### src/rtl/servo_frame_tx_pkg.sv
// rtl/servo_frame_tx_pkg.sv - shared FSM encoding, frame layout constants and frame builder
package servo_frame_tx_pkg;

  typedef enum logic [1:0] {
    ST_IDLE = 2'd0,
    ST_LOAD = 2'd1,
    ST_SEND = 2'd2,
    ST_LAST = 2'd3
  } state_t;

  localparam int FRAME_LEN = 5;
  localparam logic [7:0] DEFAULT_HEADER = 8'hAA;

  localparam logic [2:0] IDX_HDR  = 3'd0;
  localparam logic [2:0] IDX_CH   = 3'd1;
  localparam logic [2:0] IDX_POSH = 3'd2;
  localparam logic [2:0] IDX_POSL = 3'd3;
  localparam logic [2:0] IDX_CHK  = 3'd4;

  typedef logic [FRAME_LEN-1:0][7:0] frame_t;

  // Checksum covers the channel and both position bytes, not the header.
  function automatic frame_t build_frame(input logic [7:0] header,
                                         input logic [4:0] ch,
                                         input logic [11:0] pos);
    frame_t f;
    f[IDX_HDR]  = header;
    f[IDX_CH]   = {3'b000, ch};
    f[IDX_POSH] = {4'b0000, pos[11:8]};
    f[IDX_POSL] = pos[7:0];
    f[IDX_CHK]  = f[IDX_CH] ^ f[IDX_POSH] ^ f[IDX_POSL];
    return f;
  endfunction

endpackage

### src/rtl/servo_frame_tx_if.sv
// rtl/servo_frame_tx_if.sv - command and SPI-byte handshake bundle for servo_frame_tx
interface servo_frame_tx_if;
  logic        I_cmd_valid;
  logic [4:0]  I_cmd_ch;
  logic [11:0] I_cmd_pos;
  logic        O_cmd_ready;
  logic        O_tx_en;
  logic [7:0]  O_data_out;
  logic        I_tx_done;
  logic        O_busy;
  logic        O_frame_done;
  logic        O_cmd_err;

  modport master (
    output I_cmd_valid, I_cmd_ch, I_cmd_pos, I_tx_done,
    input  O_cmd_ready, O_tx_en, O_data_out, O_busy, O_frame_done, O_cmd_err
  );

  modport slave (
    input  I_cmd_valid, I_cmd_ch, I_cmd_pos, I_tx_done,
    output O_cmd_ready, O_tx_en, O_data_out, O_busy, O_frame_done, O_cmd_err
  );
endinterface

### src/rtl/servo_cmd_fifo.sv
// rtl/servo_cmd_fifo.sv - synchronous command FIFO with occupancy counter and full/empty flags
module servo_cmd_fifo #(
  parameter int DEPTH = 4,
  parameter int WIDTH = 17
) (
  input  logic             clk,
  input  logic             rst_n,
  input  logic             push,
  input  logic [WIDTH-1:0] push_data,
  input  logic             pop,
  output logic [WIDTH-1:0] pop_data,
  output logic             full,
  output logic             empty
);
  localparam int AW = $clog2(DEPTH);

  logic [WIDTH-1:0] mem [DEPTH];
  logic [AW-1:0]    wptr;
  logic [AW-1:0]    rptr;
  logic [AW:0]      count;
  logic             do_push;
  logic             do_pop;

  assign full     = (count == (AW+1)'(DEPTH));
  assign empty    = (count == '0);
  assign do_pop   = pop && !empty;
  // A pop in the same cycle frees the slot, so a push into a full FIFO is legal then.
  assign do_push  = push && (!full || do_pop);
  assign pop_data = mem[rptr];

  always_ff @(posedge clk) begin
    if (do_push) begin
      mem[wptr] <= push_data;
    end
  end

  always_ff @(posedge clk or negedge rst_n) begin
    if (!rst_n) begin
      wptr  <= '0;
      rptr  <= '0;
      count <= '0;
    end else begin
      if (do_push) wptr <= wptr + 1'b1;
      if (do_pop)  rptr <= rptr + 1'b1;
      if (do_push && !do_pop)      count <= count + 1'b1;
      else if (do_pop && !do_push) count <= count - 1'b1;
    end
  end
endmodule

### src/rtl/servo_frame_tx.sv
// rtl/servo_frame_tx.sv - queues servo commands and serialises each as a 5-byte frame to an SPI master
module servo_frame_tx
  import servo_frame_tx_pkg::*;
#(
  parameter int         FIFO_DEPTH = 4,
  parameter logic [7:0] HEADER     = DEFAULT_HEADER,
  parameter int         MAX_CH     = 17
) (
  input  logic            clk,
  input  logic            rst_n,
  servo_frame_tx_if.slave bus
);
  localparam logic [4:0] MAX_CH_L = 5'(MAX_CH);

  state_t      state;
  state_t      state_nxt;
  logic [2:0]  idx;
  logic [2:0]  idx_nxt;
  frame_t      frame;
  frame_t      frame_built;
  logic [16:0] pop_data;
  logic        fifo_full;
  logic        fifo_empty;
  logic        pop;
  logic        accept;
  logic        ch_bad;
  logic        push;
  logic        busy_q;
  logic        err_q;

  assign pop    = (state == ST_LOAD);
  assign accept = bus.I_cmd_valid && bus.O_cmd_ready;
  assign ch_bad = (bus.I_cmd_ch > MAX_CH_L);
  assign push   = accept && !ch_bad;

  servo_cmd_fifo #(.DEPTH(FIFO_DEPTH), .WIDTH(17)) u_fifo (
    .clk       (clk),
    .rst_n     (rst_n),
    .push      (push),
    .push_data ({bus.I_cmd_ch, bus.I_cmd_pos}),
    .pop       (pop),
    .pop_data  (pop_data),
    .full      (fifo_full),
    .empty     (fifo_empty)
  );

  assign frame_built = build_frame(HEADER, pop_data[16:12], pop_data[11:0]);

  always_comb begin
    state_nxt = state;
    idx_nxt   = idx;
    case (state)
      ST_IDLE: if (!fifo_empty) state_nxt = ST_LOAD;
      ST_LOAD: begin
        state_nxt = ST_SEND;
        idx_nxt   = IDX_HDR;
      end
      ST_SEND: begin
        if (bus.I_tx_done) begin
          if (idx == IDX_CHK) state_nxt = ST_LAST;
          else                idx_nxt   = idx + 3'd1;
        end
      end
      ST_LAST: begin
        state_nxt = fifo_empty ? ST_IDLE : ST_LOAD;
        idx_nxt   = IDX_HDR;
      end
      default: state_nxt = ST_IDLE;
    endcase
  end

  always_ff @(posedge clk or negedge rst_n) begin
    if (!rst_n) begin
      state  <= ST_IDLE;
      idx    <= IDX_HDR;
      frame  <= '0;
      busy_q <= 1'b0;
      err_q  <= 1'b0;
    end else begin
      state  <= state_nxt;
      idx    <= idx_nxt;
      if (state == ST_LOAD) frame <= frame_built;
      busy_q <= (state != ST_IDLE) || !fifo_empty;
      err_q  <= accept && ch_bad;
    end
  end

  // A LOAD pop frees a slot in the same cycle, so ready stays high even when full.
  assign bus.O_cmd_ready  = !fifo_full || pop;
  assign bus.O_tx_en      = (state == ST_SEND);
  assign bus.O_data_out   = (state == ST_SEND) ? frame[idx] : 8'h00;
  assign bus.O_frame_done = (state == ST_LAST);
  assign bus.O_busy       = busy_q;
  assign bus.O_cmd_err    = err_q;
endmodule

### src/flat_wrapper.sv
// flat-port wrapper written by rule: the top's interface ports become plain ports
module servo_frame_tx_flat import servo_frame_tx_pkg::*;
#(
  parameter int         FIFO_DEPTH = 4,
  parameter logic [7:0] HEADER     = DEFAULT_HEADER,
  parameter int         MAX_CH     = 17
)
  (clk, rst_n, bus_I_cmd_valid, bus_I_cmd_ch, bus_I_cmd_pos, bus_I_tx_done, bus_O_cmd_ready, bus_O_tx_en, bus_O_data_out, bus_O_busy, bus_O_frame_done, bus_O_cmd_err);
  servo_frame_tx_if bus_i ();
  input  logic clk;
  input  logic rst_n;
  input wire logic [$bits(bus_i.I_cmd_valid)-1:0] bus_I_cmd_valid;
  input wire logic [$bits(bus_i.I_cmd_ch)-1:0] bus_I_cmd_ch;
  input wire logic [$bits(bus_i.I_cmd_pos)-1:0] bus_I_cmd_pos;
  input wire logic [$bits(bus_i.I_tx_done)-1:0] bus_I_tx_done;
  output wire logic [$bits(bus_i.O_cmd_ready)-1:0] bus_O_cmd_ready;
  output wire logic [$bits(bus_i.O_tx_en)-1:0] bus_O_tx_en;
  output wire logic [$bits(bus_i.O_data_out)-1:0] bus_O_data_out;
  output wire logic [$bits(bus_i.O_busy)-1:0] bus_O_busy;
  output wire logic [$bits(bus_i.O_frame_done)-1:0] bus_O_frame_done;
  output wire logic [$bits(bus_i.O_cmd_err)-1:0] bus_O_cmd_err;
  assign bus_i.I_cmd_valid = bus_I_cmd_valid;
  assign bus_i.I_cmd_ch = bus_I_cmd_ch;
  assign bus_i.I_cmd_pos = bus_I_cmd_pos;
  assign bus_i.I_tx_done = bus_I_tx_done;
  assign bus_O_cmd_ready = bus_i.O_cmd_ready;
  assign bus_O_tx_en = bus_i.O_tx_en;
  assign bus_O_data_out = bus_i.O_data_out;
  assign bus_O_busy = bus_i.O_busy;
  assign bus_O_frame_done = bus_i.O_frame_done;
  assign bus_O_cmd_err = bus_i.O_cmd_err;
  servo_frame_tx #(.FIFO_DEPTH(FIFO_DEPTH), .HEADER(HEADER), .MAX_CH(MAX_CH)) u_core (.clk(clk), .rst_n(rst_n), .bus(bus_i));
endmodule
### config.mk
export PLATFORM = sky130hd
export DESIGN_NAME = servo_frame_tx_flat
export DESIGN_NICKNAME = d
export VERILOG_FILES = /design/src/rtl/servo_frame_tx_pkg.sv /design/src/rtl/servo_frame_tx_if.sv /design/src/rtl/servo_cmd_fifo.sv /design/src/rtl/servo_frame_tx.sv /design/src/flat_wrapper.sv
export SDC_FILE = /design/constraint.sdc
export NUM_CORES = 1
export LEC_CHECK = 0
export ABC_CLOCK_PERIOD_IN_PS = 3300
export BUFFER_PORTS_ARGS = -buffer_cell sky130_fd_sc_hd__buf_2
export CAP_MARGIN = 10
export CORE_MARGIN = 3
export CORE_UTILIZATION = 40
export DETAILED_ROUTE_END_ITERATION = 6
export SYNTH_ARGS = -nofsm -noshare
export SYNTH_HDL_FRONTEND = slang
export SYNTH_SLANG_ARGS = --single-unit
export TNS_END_PERCENT = 20
### constraint.sdc
create_clock -name clk -period 3.3 [get_ports clk]
set_input_delay 0 -clock clk [delete_from_list [all_inputs] [get_ports clk]]
set_output_delay 0 -clock clk [all_outputs]
set_load 0.03 [all_outputs]
==> results.cfg <==
[status]
outcome = finished, final reports clean

[global_route]
grt_pass1_wl_um = 13000
grt_overflow = 0
track_usage_pct = 13.3
grt_max_degree = 38
antenna_found_initial = 0
grt_pass1_vias = 2404

[pwr]
power_density_nw_per_um2 = 879
cellLeakagePower_nw = 1.94
finalPower_mw = 4.56
peakVddDrop_v = 0.000337

[worst_setup_path]
start_kind = register
rrSetupSlack_ns = 0.57
crit_path_end_kind = register
rr_worst_depth = 9
critPathLaunch = u_core.state[1]
crit_chain = inv_1, ha_1, or4b_2, nand2_1, a21oi_1, ha_1, inv_1, fa_1, mux2_2
cp_slowest_cell = or4b_2
cp-endpoint = u_core.u_fifo.count[1]
rr_startpoint = u_core.state[1]
crit_fanout = 7
rr_endpoint = u_core.u_fifo.count[1]
crit_type = register to register
crit_arrival_ns = 2.98
critical_path.max_stage_delay_ns = 0.71
cp.required_ns = 3.55

[detailed_routing]
dr.pass1.iters = 4
via_per_inst = 5.06
wl_um = 7670
post_drt_wl_per_cell_um = 16.7
postRouteAntennaNets = 0
drt_iter0_markers = 90
drcViolationCount = 0
vias = 2322

[timing]
timing.final.crit_period_ns = 2.73
max_slew_margin_pct = 37.4
finalCritPeriodShare_pct = 82.7
setup_viol = 0
skew_ns = 0.00991
worst_slew_pin_slew_ns = 0.939
clock.fmax_mhz = 366
hold_violations = 0
slew_violations = 0
grt_setup_unrepaired = false
fin_setup_tns_ns = 0
timing.final.ws_setup_ns = 0.570

[cts]
htreeDepth = 3
ctsResizeCount = 0
clockRootBuffer = clkbuf_8
cts_tree = yes
cts_buffers = 9
cts_buffer_depth = 2
clk_pin_slew_worst_paths_ns = 0.10
cts.sinks = 105
clk_latency_ns = 0.36

[yosys]
synth.avg_cell_area_sq_um = 17.3
ys_async_sr_fraction_pct = 35.2
syn-cell-area_sq_um = 4490
yosys-top-cells-area = edfxtp_1 46%, dfrtp_1 21%, mux4_2 9.0%
yosysWarnings = 0
yosysTopAreaCell = edfxtp_1
synth_top_cell_area_share_pct = 45.5
yosysUniqueCellTypes = 37
syn_nets = 294
synth_ff_type = edfxtp_1
synth_edf_count = 68
ys_ff_latch = 105
synth-seq-area-share_pct = 66.1
synth_cells = 260

[floorplan]
dieArea_sq_um = 12500
die_x_um = 112
io_pins = 34
core_area_sq_um = 10900
die_h_um = 112
fp-row-count = 38
start_util_pct = 41.2

[placed_design]
dpl_worst_slack_ns = 0.597
gp_congestion = 0.716
dp_cells = 424
dpl.hpwl_um = 5010
dpl_cell_area_sq_um = 4790
portBuffers = 33

[layout]
nFillCells = 954
layout.nets = 348
layout-drive-gt1-share_pct = 32.6
layout.cells.non_filler = 459
area_growth_pct = 15.6
final_common_cell = edfxtp_1
stdcell_area_sq_um = 5190
antenna_cells = 0
final_cell_mix = 68 x edfxtp_1, 37 x dfrtp_1, 33 x buf_2, 26 x mux2_2, 19 x dlygate4sd3_1

[min_path]
hold_path.class = input port to register

[job]
maxCapViolations = 0
worst max-delay path: cells and delay by family, from the launching register on:
family,cells,cell delay (ns)
compound gates,1,0.11
buf+inv,2,0.17
simple gates,2,0.81
fa+ha+maj,3,0.88
mux,1,0.26
flops,1,0.40
sequential cells by signal (all words and copies together), names as in the netlist:
name / cells
u_core.u_fifo.count: 3
u_core.u_fifo.mem: 68
u_core.frame: 23
u_core.u_fifo.rptr: 2
u_core.u_fifo.wptr: 2
u_core.state: 2
u_core.bus.O_busy: 1
u_core.idx: 3
u_core.bus.O_cmd_err: 1
Yosys cell counts (all sizes together), types with 2 or more instances:
cell	n
nor2	3
dfrtp	37
or2	2
nor3	2
a21oi	5
a21o	2
edfxtp	68
mux4	19
nand2	8
a22oi	5
and2	6
nand3	7
inv	8
or3	2
a21boi	2
o21ai	6
clkbuf	7
mux2	26
xnor2	13
buf	4
ha	12
nor2b	4
xor2	2
worst min-delay path by stage:
stage | startpoint | end | depth (start not counted)
2_1_floorplan | rst_n | u_core.bus.O_busy | 0
3_3_place_gp | rst_n | u_core.bus.O_busy | 1
3_5_place_dp | rst_n | u_core.bus.O_busy | 1
4_1_cts | bus_I_tx_done | u_core.state[1] | 5
5_1_grt | bus_I_tx_done | u_core.state[1] | 5
6_report | bus_I_tx_done | u_core.state[1] | 5
per-stage QoR:
| step | hold WS, ns | util (%) |
|---|---|---|
| 3_3_place_gp | 0.150 | 44.0 |
| 5_1_grt | 0.182 | 47.6 |
| 4_1_cts | 0.130 | 47.6 |
| 6_report | 0.147 | 47.6 |
| 3_5_place_dp | 0.157 | 44.0 |
| 2_1_floorplan | -0.296 | - |
routing by layer:
layer	up-vias	global-route usage [%]	part of all wire, %
met5	-	0	0
met4	0	3.65	0.47
met3	2	3.21	2.6
met2	27	21.3	49
met1	1199	18.4	48
li1	1094	-	-
kinds of logic after synthesis:
| kind of cell | after synthesis | share of synthesized area [%] |
|---|---|---|
| fa+ha+maj | 13 | 3.79 |
| mux | 45 | 16.1 |
| xor+xnor | 15 | 3.60 |
| buf+inv | 19 | 1.90 |
| compound gates | 25 | 3.71 |
| flops | 105 | 66.1 |
| simple gates | 38 | 4.71 |
repair_timing:
item                                    CTS  global route
endpoints found under the setup margin    0             0
endpoints found under the hold margin   106             0
buffers inserted                          0             0
hold buffers                             19             0
power by group:
group / internal [mW] / total (mW) / switching [mW]
Combinational: 0.899 / 1.74 / 0.846
Clock: 0.369 / 0.830 / 0.461
Sequential: 1.74 / 1.98 / 0.241
final cells by class:
cell class,count,area (sq um),area share (%)
multi-input cells,136,1430,27.6
repair buffers,54,370,7.14
clock buffers,9,124,2.39
inverters,8,30.0,0.579
clock inverters,7,86.3,1.66
well taps,140,175,3.38
flip-flops and latches,105,2970,57.2
Note: power is estimated with default switching activity, not from simulation.
